**src/rtl/mem_ctrl_pkg.sv**
```systemverilog
// mem_ctrl_pkg: shared types and constants for the byte-serial memory controller.
//   word_t      32-bit data word
//   state_t     controller FSM states
//   SIZE_*      d_size encodings (10 and 11 both mean word)
//   GNT_*       arbiter last-grant encodings
//   size_bytes  d_size -> number of bytes to transfer
package mem_ctrl_pkg;

  typedef logic [31:0] word_t;

  typedef enum logic [1:0] {
    ST_IDLE = 2'd0,
    ST_BUSY = 2'd1,
    ST_DONE = 2'd2
  } state_t;

  localparam logic TRUE  = 1'b1;
  localparam logic FALSE = 1'b0;

  localparam logic [1:0] SIZE_BYTE = 2'b00;
  localparam logic [1:0] SIZE_HALF = 2'b01;
  localparam logic [1:0] SIZE_WORD = 2'b10;

  localparam logic GNT_IC = 1'b0;
  localparam logic GNT_D  = 1'b1;

  function automatic logic [2:0] size_bytes(input logic [1:0] size);
    case (size)
      SIZE_BYTE: return 3'd1;
      SIZE_HALF: return 3'd2;
      default:   return 3'd4;
    endcase
  endfunction

endpackage

```
**src/rtl/mem_ctrl_arb.sv**
```systemverilog
// mem_rr_arb: two-way round-robin arbiter between icache refill and data path.
// Grant is combinational; last_grant is registered and updated when the
// controller accepts a grant (take). On a tie the requester not granted last
// wins; reset leaves last_grant = data so the first tie goes to the icache.
//   clk, rst        clock, synchronous active-high reset
//   req_ic, req_d   requests (already qualified by the controller being idle)
//   take            controller accepted the current grant this cycle
//   gnt_ic, gnt_d   one-hot (or zero) grant
module mem_rr_arb
  import mem_ctrl_pkg::*;
(
  input  logic clk,
  input  logic rst,
  input  logic req_ic,
  input  logic req_d,
  input  logic take,
  output logic gnt_ic,
  output logic gnt_d
);

  logic last_grant;

  assign gnt_ic = req_ic && (!req_d || last_grant == GNT_D);
  assign gnt_d  = req_d && (!req_ic || last_grant == GNT_IC);

  always_ff @(posedge clk) begin
    if (rst) begin
      last_grant <= GNT_D;
    end else if (take) begin
      last_grant <= gnt_d ? GNT_D : GNT_IC;
    end
  end

endmodule

```
**src/rtl/mem_ctrl.sv**
```systemverilog
// mem_ctrl: byte-serial main-memory controller shared by icache refill and
// load/store. Arbitrates (mem_rr_arb), then issues LINE_BYTES reads for a
// refill or 1/2/4 reads/writes for a data access. All outputs registered.
// Optional build macro: MEMCTL_IOSTALL_EN - stores to addresses with
// addr[17:16]==2'b11 hold off while io_buffer_full is high.
//   clk, rst              clock, synchronous active-high reset
//   ic_req/ic_addr        refill request and line address
//   ic_abort              cancel in-flight refill
//   ic_done/ic_line       refill done pulse and line data
//   d_req/d_wr/d_size     data request, store flag, size
//   d_addr/d_wdata        data address and store data
//   d_done/d_rdata        data done pulse and zero-extended load data
//   mem_din/mem_dout      RAM read/write byte
//   mem_a/mem_wr          RAM address and write strobe
//   io_buffer_full        IO sink back-pressure
//
// state   | meaning
// IDLE    | waiting for a request; grant edge also issues byte 0
// BUSY    | issuing bytes (cnt = next byte) and capturing read data
// DONE    | done pulse for one cycle, requests ignored
module mem_ctrl
  import mem_ctrl_pkg::*;
#(
  parameter int LINE_BYTES = 16,
  parameter int ADDR_W     = 32
) (
  input  logic                    clk,
  input  logic                    rst,
  input  logic                    ic_req,
  input  logic [ADDR_W-1:0]       ic_addr,
  input  logic                    ic_abort,
  output logic                    ic_done,
  output logic [8*LINE_BYTES-1:0] ic_line,
  input  logic                    d_req,
  input  logic                    d_wr,
  input  logic [1:0]              d_size,
  input  logic [ADDR_W-1:0]       d_addr,
  input  word_t                   d_wdata,
  output logic                    d_done,
  output word_t                   d_rdata,
  input  logic [7:0]              mem_din,
  output logic [7:0]              mem_dout,
  output logic [ADDR_W-1:0]       mem_a,
  output logic                    mem_wr,
  input  logic                    io_buffer_full
);

  localparam int OFF_W = $clog2(LINE_BYTES);
  // cnt runs up to LINE_BYTES+1 (last read capture edge)
  localparam int CNT_W = OFF_W + 1;

  state_t                  state, state_n;
  logic                    op_ic, op_ic_n, op_wr, op_wr_n;
  logic [ADDR_W-1:0]       base, base_n, mem_a_n;
  logic [CNT_W-1:0]        len, len_n, cnt, cnt_n, cap_idx;
  word_t                   wdata, wdata_n, d_rdata_n;
  logic [8*LINE_BYTES-1:0] ic_line_n;
  logic [7:0]              mem_dout_n;
  logic                    mem_wr_n, ic_done_n, d_done_n;
  logic                    gnt_ic, gnt_d, take;
  logic [ADDR_W-1:0]       grant_a, issue_a;
  logic                    grant_wr, stall_grant, stall_busy;
  logic                    unused_ok;

  mem_rr_arb u_arb (
    .clk    (clk),
    .rst    (rst),
    .req_ic (ic_req && state == ST_IDLE),
    .req_d  (d_req && state == ST_IDLE),
    .take   (take),
    .gnt_ic (gnt_ic),
    .gnt_d  (gnt_d)
  );

  assign grant_a  = gnt_ic ? {ic_addr[ADDR_W-1:OFF_W], {OFF_W{1'b0}}} : d_addr;
  assign grant_wr = gnt_d && d_wr;
  assign issue_a  = base + ADDR_W'(cnt);
  // read byte k is captured two edges after its issue edge, i.e. at cnt = k+2
  assign cap_idx  = cnt - CNT_W'(2);

`ifdef MEMCTL_IOSTALL_EN
  assign stall_grant = grant_wr && grant_a[17:16] == 2'b11 && io_buffer_full;
  assign stall_busy  = op_wr && issue_a[17:16] == 2'b11 && io_buffer_full;
`else
  assign stall_grant = FALSE;
  assign stall_busy  = FALSE;
`endif

  assign unused_ok = ^{ic_addr[OFF_W-1:0], io_buffer_full};

  always_comb begin
    state_n    = state;
    op_ic_n    = op_ic;
    op_wr_n    = op_wr;
    base_n     = base;
    len_n      = len;
    cnt_n      = cnt;
    wdata_n    = wdata;
    ic_line_n  = ic_line;
    d_rdata_n  = d_rdata;
    mem_a_n    = mem_a;
    mem_dout_n = mem_dout;
    mem_wr_n   = FALSE;
    ic_done_n  = FALSE;
    d_done_n   = FALSE;
    take       = FALSE;
    case (state)
      ST_IDLE: begin
        if (gnt_ic || gnt_d) begin
          take    = TRUE;
          state_n = ST_BUSY;
          op_ic_n = gnt_ic;
          op_wr_n = grant_wr;
          base_n  = grant_a;
          len_n   = gnt_ic ? CNT_W'(LINE_BYTES) : CNT_W'(size_bytes(d_size));
          wdata_n = d_wdata;
          if (gnt_d && !d_wr) d_rdata_n = '0;
          if (stall_grant) begin
            cnt_n = '0;
          end else begin
            mem_a_n  = grant_a;
            mem_wr_n = grant_wr;
            if (grant_wr) mem_dout_n = d_wdata[7:0];
            cnt_n    = CNT_W'(1);
          end
        end
      end
      ST_BUSY: begin
        if (op_ic && ic_abort) begin
          state_n = ST_IDLE;
        end else begin
          if (cnt < len) begin
            if (!stall_busy) begin
              mem_a_n  = issue_a;
              mem_wr_n = op_wr;
              if (op_wr) mem_dout_n = wdata[8*cnt[1:0] +: 8];
              cnt_n    = cnt + CNT_W'(1);
            end
          end else begin
            cnt_n = cnt + CNT_W'(1);
          end
          if (!op_wr && cnt >= CNT_W'(2)) begin
            if (op_ic) ic_line_n[8*cap_idx[OFF_W-1:0] +: 8] = mem_din;
            else       d_rdata_n[8*cap_idx[1:0] +: 8]       = mem_din;
          end
          if (cnt == len + CNT_W'(1)) begin
            state_n   = ST_DONE;
            ic_done_n = op_ic;
            d_done_n  = !op_ic;
          end
        end
      end
      ST_DONE: state_n = ST_IDLE;
      default: state_n = ST_IDLE;
    endcase
  end

  always_ff @(posedge clk) begin
    if (rst) begin
      state    <= ST_IDLE;
      op_ic    <= FALSE;
      op_wr    <= FALSE;
      base     <= '0;
      len      <= '0;
      cnt      <= '0;
      wdata    <= '0;
      ic_line  <= '0;
      d_rdata  <= '0;
      mem_a    <= '0;
      mem_dout <= '0;
      mem_wr   <= FALSE;
      ic_done  <= FALSE;
      d_done   <= FALSE;
    end else begin
      state    <= state_n;
      op_ic    <= op_ic_n;
      op_wr    <= op_wr_n;
      base     <= base_n;
      len      <= len_n;
      cnt      <= cnt_n;
      wdata    <= wdata_n;
      ic_line  <= ic_line_n;
      d_rdata  <= d_rdata_n;
      mem_a    <= mem_a_n;
      mem_dout <= mem_dout_n;
      mem_wr   <= mem_wr_n;
      ic_done  <= ic_done_n;
      d_done   <= d_done_n;
    end
  end

endmodule

```
**config.mk**
```make
export PLATFORM = sky130hd
export DESIGN_NAME = mem_ctrl
export DESIGN_NICKNAME = d
export VERILOG_FILES = /design/src/rtl/mem_ctrl_pkg.sv /design/src/rtl/mem_ctrl_arb.sv /design/src/rtl/mem_ctrl.sv
export SDC_FILE = /design/constraint.sdc
export NUM_CORES = 1
export LEC_CHECK = 0
export CELL_PAD_IN_SITES_DETAIL_PLACEMENT = 0
export CELL_PAD_IN_SITES_GLOBAL_PLACEMENT = 1
export CORE_ASPECT_RATIO = 1.1
export CORE_MARGIN = 10
export CORE_UTILIZATION = 25
export CTS_CLUSTER_SIZE = 8
export DETAILED_ROUTE_END_ITERATION = 10
export PLACE_DENSITY = 0.57
export SETUP_SLACK_MARGIN = 0.02
export SYNTH_ARGS = -nofsm -noshare
export SYNTH_HDL_FRONTEND = slang
export SYNTH_SLANG_ARGS = --single-unit
```
**constraint.sdc**
```tcl
create_clock -name clk -period 3.3 [get_ports clk]
set_input_delay 0.495 -clock clk [delete_from_list [all_inputs] [get_ports clk]]
set_output_delay 0.495 -clock clk [all_outputs]
set_load 0.02 [all_outputs]
```
* After elaboration in Yosys (flattened, before gate mapping) *
Index checks and enable logic that the tools add are counted.

storage, ports and cells
  register bits after elaboration = 282
  input port bits = 113
  logic and storage cells = 106

cells by class
  $add $sub $neg = 6
  $lt $le $gt $ge = 2
  equality and inequality tests = 12
  shifts and indexed selects = 5
  multiplexer cells = 35
  bitwise operators = 4
  reductions and logical operators = 27

operators with widths
  cell                        count
  $mux W32                    9
  $bwmux W128                 1
  $pmux W32 S2                2
  $shift A8 B34 Y128 const A  1
  $shiftx A8 B34 Y128         1
  $mux W8                     5
  $neg A5 Y34                 1
  $neg A7 Y34                 1
  $shift A8 B34 Y32 const A   1
  $shiftx A8 B34 Y32          1
  $add A32 B5 Y32             1
  $bwmux W32                  1
  $shiftx A32 B6 Y8           1
  $pmux W8 S2                 1
  $mux W5                     3
  $ne A2 B2 Y1 const B        6
  $reduce_and A6 Y1           2
  $add A5 B1 Y5 const B       2
  $pmux W5 S2                 1
  $logic_and A1 B1 Y1         8
  $reduce_and A4 Y1           2
  $mux W1                     6
  $mux W2                     3
  $pmux W3 S2                 1
  other kinds (17)            30

* Logic depth before layout (Yosys ltp) *
Gate-level depths: netlist of run 1.

  word-level depth = 9
  depth in mapped cells = 13
  mapped depth without buffers = 11

* Modules after synthesis *
From an unflattened synthesis of run 1, not the netlist that was laid out.

second synthesis, totals
  cells, all modules = 1,423
  area, all modules = 12,294.3 um2

by module, submodules not included
  module      instances  cells an instance  area an instance (um2)
  mem_ctrl    1          1,417              12,240.5
  mem_rr_arb  1          6                  53.8

* Worst setup path before layout of run 1 *
OpenSTA, ideal clock, no wires.

  kind = reg-to-reg
  start = reg cnt[1]
  end = reg ic_line[0]
  data arrival time = 2.888 ns
  data required time = 3.168 ns
  slack = 0.280 ns
  stages on the path, launching flop included = 13
  period minus slack after synthesis = 3.020 ns
  cells stage by stage = dfxtp_1 > clkbuf_1 > inv_1 > ha_1 > xor2_2 > inv_2 > ha_1 > inv_1 > o2111ai_2 > or4_1 > clkbuf_1 > nand2_1 > a21oi_1

between the ends
  cells in the longest elaborated chain, start to end = 4
  elaborated cells between the ends (all ways) = 8
  those cells by class = 2 x add/sub; 1 x order compare; 2 x shift; 1 x mux; 2 x reduce/logical

ends and longest elaborated chain
  element                                                    line             source
  start, declared                                            mem_ctrl.sv:55   logic [CNT_W-1:0] len, len_n, cnt, cnt_n, cap_idx;
  start signal, assigned                                     mem_ctrl.sv:180  cnt <= cnt_n;
  $sub A4 B2 Y4                                              mem_ctrl.sv:79   assign cap_idx = cnt - CNT_W'(2);
  $neg A7 Y34                                                mem_ctrl.sv:143  if (op_ic) ic_line_n[8*cap_idx[OFF_W-1:0] +: 8] = mem_din;
  $shiftx A8 B34 Y128 or $shift A8 B34 Y128 (tied branches)  mem_ctrl.sv:143
  $bwmux W128                                                mem_ctrl.sv:143
  end signal, assigned                                       mem_ctrl.sv:182  ic_line <= ic_line_n;
  end, declared                                              mem_ctrl.sv:33   output logic [8*LINE_BYTES-1:0] ic_line,

Several ways; a longest one is shown, not always the timed one.
A chain may end at the register's enable or synchronous reset.

* Worst setup path in the final report of run 1 *
  start = reg cnt[0]
  end = reg ic_line[96]

Same word-level chain as after synthesis.

==> results of run 1 <==
## layer usage
metal,vias to the layer above,global-route usage [%],part of all wire (%)
met2,320,25.9,48
li1,5474,-,-
met3,67,4.91,6.8
met4,8,3.93,1.9
met1,5172,18.5,43
met5,-,0,0.12
## synthesized netlist by cell type (2+ instances only)
cell type / instances / area share [%]
dfxtp_1: 280 / 46
nand2_1: 210 / 6.4
nor2_1: 160 / 4.9
a21oi_1: 119 / 4.9
mux2i_1: 117 / 9.6
clkbuf_1: 77 / 2.4
nand3_1: 56 / 2.3
o21ai_0: 39 / 1.6
a211oi_1: 36 / 2.2
nand3b_1: 27 / 1.7
nand4_1: 26 / 1.3
xor2_1: 26 / 1.9
and2_1: 21 / 1.1
and3_1: 21 / 1.1
ha_1: 21 / 2.1
o31ai_1: 15 / 0.92
buf_2: 13 / 0.53
inv_1: 13 / 0.40
a311oi_1: 12 / 0.86
nor3_1: 9 / 0.37
mux4_2: 8 / 1.5
nand2_2: 8 / 0.41
o211ai_1: 7 / 0.43
nor3b_1: 6 / 0.37
xnor2_1: 6 / 0.43
o21a_1: 5 / 0.31
nor2b_1: 4 / 0.20
o21ai_1: 4 / 0.16
o21ai_2: 4 / 0.29
or3_1: 4 / 0.20
and4_1: 3 / 0.21
buf_1: 3 / 0.092
a21boi_0: 2 / 0.12
a21o_1: 2 / 0.12
nand2b_1: 2 / 0.10
nand4b_1: 2 / 0.14
nor2_2: 2 / 0.10
nor3_4: 2 / 0.27
o2111ai_2: 2 / 0.25
## registers in the layout, summed over array words and instances, names as in the netlist
signal            count
base                 32
cnt                   5
d_done                1
d_rdata              32
ic_done               1
ic_line             128
len                   4
mem_a                32
mem_dout              8
mem_wr                1
op_wr                 1
state                 2
u_arb.last_grant      1
wdata                32
## worst register-to-register path, stage by stage, from the launching register on
cell	delay, ns
dfxtp_2	0.35
buf_4	0.26
inv_1	0.20
ha_1	0.32
and2_1	0.23
o21ai_2	0.10
or3b_4	0.42
or3_1	0.57
mux2i_1	0.25
nor2_1	0.05
## layout make-up
type / instances / area share [%]
Multi-Input combinational cell: 1011 / 36.3
Sequential cell: 280 / 32.6
Timing Repair Buffer: 347 / 19.7
Clock buffer: 46 / 6.43
Tap cell: 645 / 4.69
Inverter: 14 / 0.305
Clock inverter: 2 / 0.0799
Antenna cell: 2 / 0.0291
## through the flow
| step | util [%] | worst slack, ns | hold WS [ns] | instance area [um^2] |
|---|---|---|---|---|
| after floorplan | - | 0.280 | 0.433 | 12200 |
| after global placement | 33.4 | 0.443 | 0.439 | 16100 |
| after detailed placement | 33.4 | 0.379 | 0.444 | 16100 |
| after CTS | 35.8 | 0.382 | 0.451 | 17200 |
| after global routing | 35.8 | 0.0871 | 0.467 | 17200 |
| final | 35.8 | 0.412 | 0.449 | 17200 |
## kinds of logic after synthesis
logic type,count (synthesis),synth area share [%]
DFF,280,45.8
muxes,126,11.1
adders and majority gates,22,2.31
and+or+nand+nor,572,21.8
AOI/OAI and AO/OA,258,13.0
xor gates and xnor gates,33,2.42
buffers and inverters,108,3.51
## worst paths after layout
check | startpoint | endpoint | slack [ns] | cells after the start
setup reg to reg | cnt[0] | ic_line[96] | 0.41 | 9
setup / recovery | cnt[0] | ic_line[96] | 0.41 | 9
hold reg to reg | ic_line[123] | ic_line[123] | 0.45 | 2
hold / removal | ic_line[123] | ic_line[123] | 0.45 | 2
## power breakdown
part           internal, W  total, W  switching [W]
combinational     0.000638   0.00162       0.000979
clock              0.00233   0.00383        0.00150
sequential         0.00358   0.00371       0.000138
==> results.py, run 1 <==
metrics = {
    "worst_setup_path": {
        "cp-start-kind": "register",
        "cp_top_family": "simple AND/OR/NAND/NOR gates",
        "cp_slowest_cell": "or3_1",
        "setup.worst_path.class": "register to register",
        "crit_buf_inv": 2,
        "cp_cell_sequence": "buf_4, inv_1, ha_1, and2_1, o21ai_2, or3b_4, or3_1, mux2i_1, nor2_1",
        "worst_path_largest_cell_delay_ns": 0.57,
        "worst_setup_path_end_kind": "register",
        "cp_max_fo": 19,
        "critPathRequiredTime_ns": 3.71,
        "arrival_ns": 3.29,
    },
    "logic_synthesis": {
        "synthArstFlopShare_pct": 0,
        "yosysUniqueCellTypes": 64,
        "seq_area_frac_synth_pct": 45.8,
        "avgSynthCellArea_um2": 8.75,
        "synth_warnings": 0,
        "synth_area_mm2": 0.0122,
        "ys_ff_latch": 280,
        "synth_cells": 1399,
        "synth_edf_count": 0,
        "syn-num-nets": 1534,
        "synth_ff_type": "dfxtp_1",
    },
    "clocking": {
        "tritoncts": "done",
        "cts.path.max_buffers": 3,
        "htreeDepth": 2,
        "cts_setup_buffers": 0,
        "cts_sinks": 280,
        "hold_buffers": 0,
        "numCtsBuffers": 41,
        "clock-root-buffer": "clkbuf_16",
        "clk_latency_ns": 0.55,
        "ctsResizeCount": 0,
        "cts.clk_slew.worst_paths_ns": 0.05,
    },
    "cells_and_area": {
        "fin_cells": 2347,
        "multi_input_area_mm2": 0.00624,
        "final_cell_mix": "309 x clkdlybuf4s50_1, 279 x dfxtp_1, 210 x nand2_1, 160 x nor2_1, 119 x a21oi_1",
        "layout_commonest_cell": "clkdlybuf4s50_1",
        "seq_area_mm2": 0.00561,
        "area_growth_pct": 40.7,
        "layout.nets": 1830,
        "fillCellCount": 5037,
        "layout-drive-gt1-share_pct": 7.53,
    },
    "sta": {
        "rsz0062_at_grt": "false",
        "period_needed_ns": 2.89,
        "tightest_slew_ns": 0.884,
        "slew_viol_final": 0,
        "finalCritPeriodShare_pct": 87.5,
        "max_slew_margin_pct": 40.6,
        "setup_viol": 0,
        "tns_ns": 0,
        "clock.fmax_mhz": 346,
        "clock-skew-final_ns": 0.0109,
        "finalHoldViolations": 0,
    },
    "die": {
        "die_h_um": 252,
        "num_rows": 84,
        "core_mm2": 0.0481,
        "ios": 316,
        "initial_utilization_pct": 25.4,
        "dieArea_mm2": 0.0582,
        "die_w_um": 231,
    },
    "global_routing": {
        "grt_pass1_wl_mm": 69.5,
        "first_global_vias": 10866,
        "antenna_found_initial": 6,
        "grt_max_degree": 86,
        "grt_remaining_overflow": 0,
        "grt_use_total_pct": 15.4,
    },
    "run_status": {
        "outcome": "finished clean",
    },
    "drt": {
        "wirelength_mm": 46.5,
        "ant_nets": 0,
        "vias": 11041,
        "vias_per_cell": 4.70,
        "drc": 0,
        "drt_iter0_drc": 642,
        "drt_pass1_iterations": 5,
        "wl_per_cell_um": 19.8,
    },
    "pwr": {
        "p_leak_nw": 6.71,
        "power_density_mw_per_mm2": 532,
        "irDropWorstVdd_uv": 272,
        "p_total_w": 0.00916,
    },
    "run": {
        "maxCapViolations": 0,
    },
    "placement": {
        "io_buffers": 310,
        "gp_congestion": 0.774,
        "dp.cells": 2297,
        "post-dp-hpwl_mm": 33.9,
    },
    "min_path": {
        "min_path_type": "register to register",
    },
}
(Power assumes the default switching activity.)
==> run 2: changes to the inputs <==
--- a/config.mk
+++ b/config.mk
@@ -12,7 +12,7 @@
 export CORE_UTILIZATION = 25
 export CTS_CLUSTER_SIZE = 8
 export DETAILED_ROUTE_END_ITERATION = 10
-export PLACE_DENSITY = 0.57
+export PLACE_DENSITY = 0.59
 export SETUP_SLACK_MARGIN = 0.02
 export SYNTH_ARGS = -nofsm -noshare
 export SYNTH_HDL_FRONTEND = slang
==> constraint.sdc (replaced) <==
create_clock -name clk -period 2.4 [get_ports clk]
set_input_delay 0.36 -clock clk [delete_from_list [all_inputs] [get_ports clk]]
set_output_delay 0.36 -clock clk [all_outputs]
set_load 0.02 [all_outputs]
==> results.py, run 2 (synthesis gave the netlist of run 1 again) <==
metrics = {
    "pwr": {
        "irDropWorstVdd_uv": 422,
        "power_density_mw_per_mm2": 709,
        "p_leak_nw": 7.12,
        "p_total_w": 0.0129,
    },
    "worst_setup_path": {
        "cp_max_fo": 4,
        "timing.rr.start": "cnt[0]",
        "cp_slowest_cell": "a2111oi_4",
        "worst_path_largest_cell_delay_ns": 0.41,
        "setup.worst_path.class": "register to register",
        "rrSetupSlack_ns": 0.06,
        "cp_top_family": "compound AO/OA/AOI/OAI gates",
        "r2r_end": "mem_a[30]",
        "crit_buf_inv": 2,
        "critPathLaunch": "cnt[0]",
        "cp-start-kind": "register",
        "critPathRequiredTime_ns": 2.85,
        "arrival_ns": 2.79,
        "cp_num_cells": 10,
        "worst_setup_path_end_kind": "register",
        "r2r_cells": 10,
        "cp_cell_sequence": "ha_4, inv_2, fa_2, nor2b_2, o211ai_1, a2111oi_4, buf_4, nand3_2, xor2_1, a211oi_1",
        "endpoint": "mem_a[30]",
    },
    "run": {
        "maxCapViolations": 0,
    },
    "drt": {
        "wirelength_mm": 46.2,
        "drt_pass1_iterations": 5,
        "drt_iter0_drc": 545,
        "vias": 11193,
        "wl_per_cell_um": 19.3,
        "vias_per_cell": 4.67,
        "drc": 0,
        "ant_nets": 0,
    },
    "sta": {
        "max_slew_margin_pct": 61.0,
        "clock-skew-final_ns": 0.0151,
        "worst_slack_ns": 0.0618,
        "rsz0062_at_grt": "true",
        "slew_viol_final": 0,
        "period_needed_ns": 2.34,
        "finalCritPeriodShare_pct": 97.4,
        "finalHoldViolations": 0,
        "setup_viol": 0,
        "clock.fmax_mhz": 428,
        "tightest_slew_ns": 0.585,
    },
    "global_routing": {
        "grt_pass1_wl_mm": 69.8,
        "antenna_found_initial": 5,
        "grt_remaining_overflow": 0,
        "first_global_vias": 11011,
        "grt_use_total_pct": 15.3,
        "grt_max_degree": 129,
    },
    "die": {
        "num_rows": 84,
        "initial_utilization_pct": 25.4,
        "ios": 316,
        "die_h_um": 252,
        "dieArea_mm2": 0.0582,
        "core_mm2": 0.0481,
        "die_w_um": 231,
    },
    "clocking": {
        "clock-root-buffer": "clkbuf_16",
        "tritoncts": "done",
        "clk_latency_ns": 0.54,
        "cts.clk_slew.worst_paths_ns": 0.05,
        "hold_buffers": 0,
        "numCtsBuffers": 41,
        "htreeDepth": 2,
        "cts_sinks": 280,
        "cts.path.max_buffers": 3,
    },
    "cells_and_area": {
        "largest_register_ffs": 128,
        "regMostFlops": "ic_line",
        "area_growth_pct": 48.3,
        "layout_commonest_cell": "clkdlybuf4s50_1",
        "layout.nets": 1882,
        "final_cell_mix": "309 x clkdlybuf4s50_1, 277 x dfxtp_1, 200 x nand2_1, 158 x nor2_1, 115 x mux2i_1",
        "layout-drive-gt1-share_pct": 12.8,
    },
    "placement": {
        "io_buffers": 310,
        "post-dp-hpwl_mm": 34.1,
        "gp_congestion": 0.775,
        "place_ws_ns": -0.0742,
    },
    "min_path": {
        "min_path_type": "input port to register",
    },
    "run_status": {
        "outcome": "finished clean",
    },
}
run 2: cell count changes in the layout (fill, tap and decap cells not counted), moves of 3 or more:
cell,change
buf_4,+29
buf_12,+18
nand2_1,-10
nand2_4,+8
a21oi_1,-7
a21oi_2,+7
nand3_1,-6
nand3_2,+6
buf_6,+5
ha_1,-3
ha_4,+3
inv_1,-3
o21ai_0,-3
run 2: how the worst min path moves through the flow:
stage	start	end	slack [ns]	depth (start not counted)
final	rst	d_rdata[0]	0.18	2
after CTS	rst	len[4]	0.13	2
after global routing	rst	op_wr	0.16	2
after global placement	ic_line[126]	ic_line[126]	0.44	2
after detailed placement	wdata[17]	wdata[17]	0.45	2
after floorplan	wdata[16]	wdata[16]	0.43	2
run 2: per-layer routing:
metal  up-vias  wire, um  global-route usage [%]
li1       5573         -                       -
met1      5252     20100                    18.7
met2       296     22200                    25.6
met3        62      3090                    4.84
met4        10       836                    3.78
met5         -        71                       0
run 2: timing repair:
action,in CTS,in global routing
endpoints found under the setup margin,13,138
setup buffers,0,1
resized for setup,6,58
endpoints found under the hold margin,0,0
pin swaps,2,27
run 2: per-stage QoR:
step | hold slack [ns] | cell area, um^2 | cells | utilization, % | setup TNS, ns
after CTS | 0.132 | 17900 | 2396 | 37.2 | 0
after global routing | 0.159 | 18100 | 2397 | 37.7 | -2.20
final | 0.177 | 18100 | 2398 | 37.7 | 0
after detailed placement | 0.446 | 16800 | 2348 | 34.8 | -0.192
after floorplan | 0.433 | 12400 | 1399 | - | -1.22
after global placement | 0.439 | 16800 | 2348 | 34.8 | -0.107
run 2: cell type report:
| class | count | area [um^2] |
|---|---|---|
| clock inverter | 3 | 43.8 |
| sequential | 280 | 5610 |
| timing repair buffer | 399 | 4020 |
| inverter | 14 | 58.8 |
| fill | 4989 | 30000 |
| antenna | 1 | 2.50 |
| clock buffer | 45 | 1080 |
| multi-input combinational | 1011 | 6520 |
| tap | 645 | 807 |
run 2: power breakdown:
| part | leakage, nW | internal [W] | switching (W) |
|---|---|---|---|
| Clock | 0.555 | 0.00325 | 0.00208 |
| Combinational | 4.28 | 0.00103 | 0.00139 |
| Sequential | 2.28 | 0.00492 | 0.000186 |
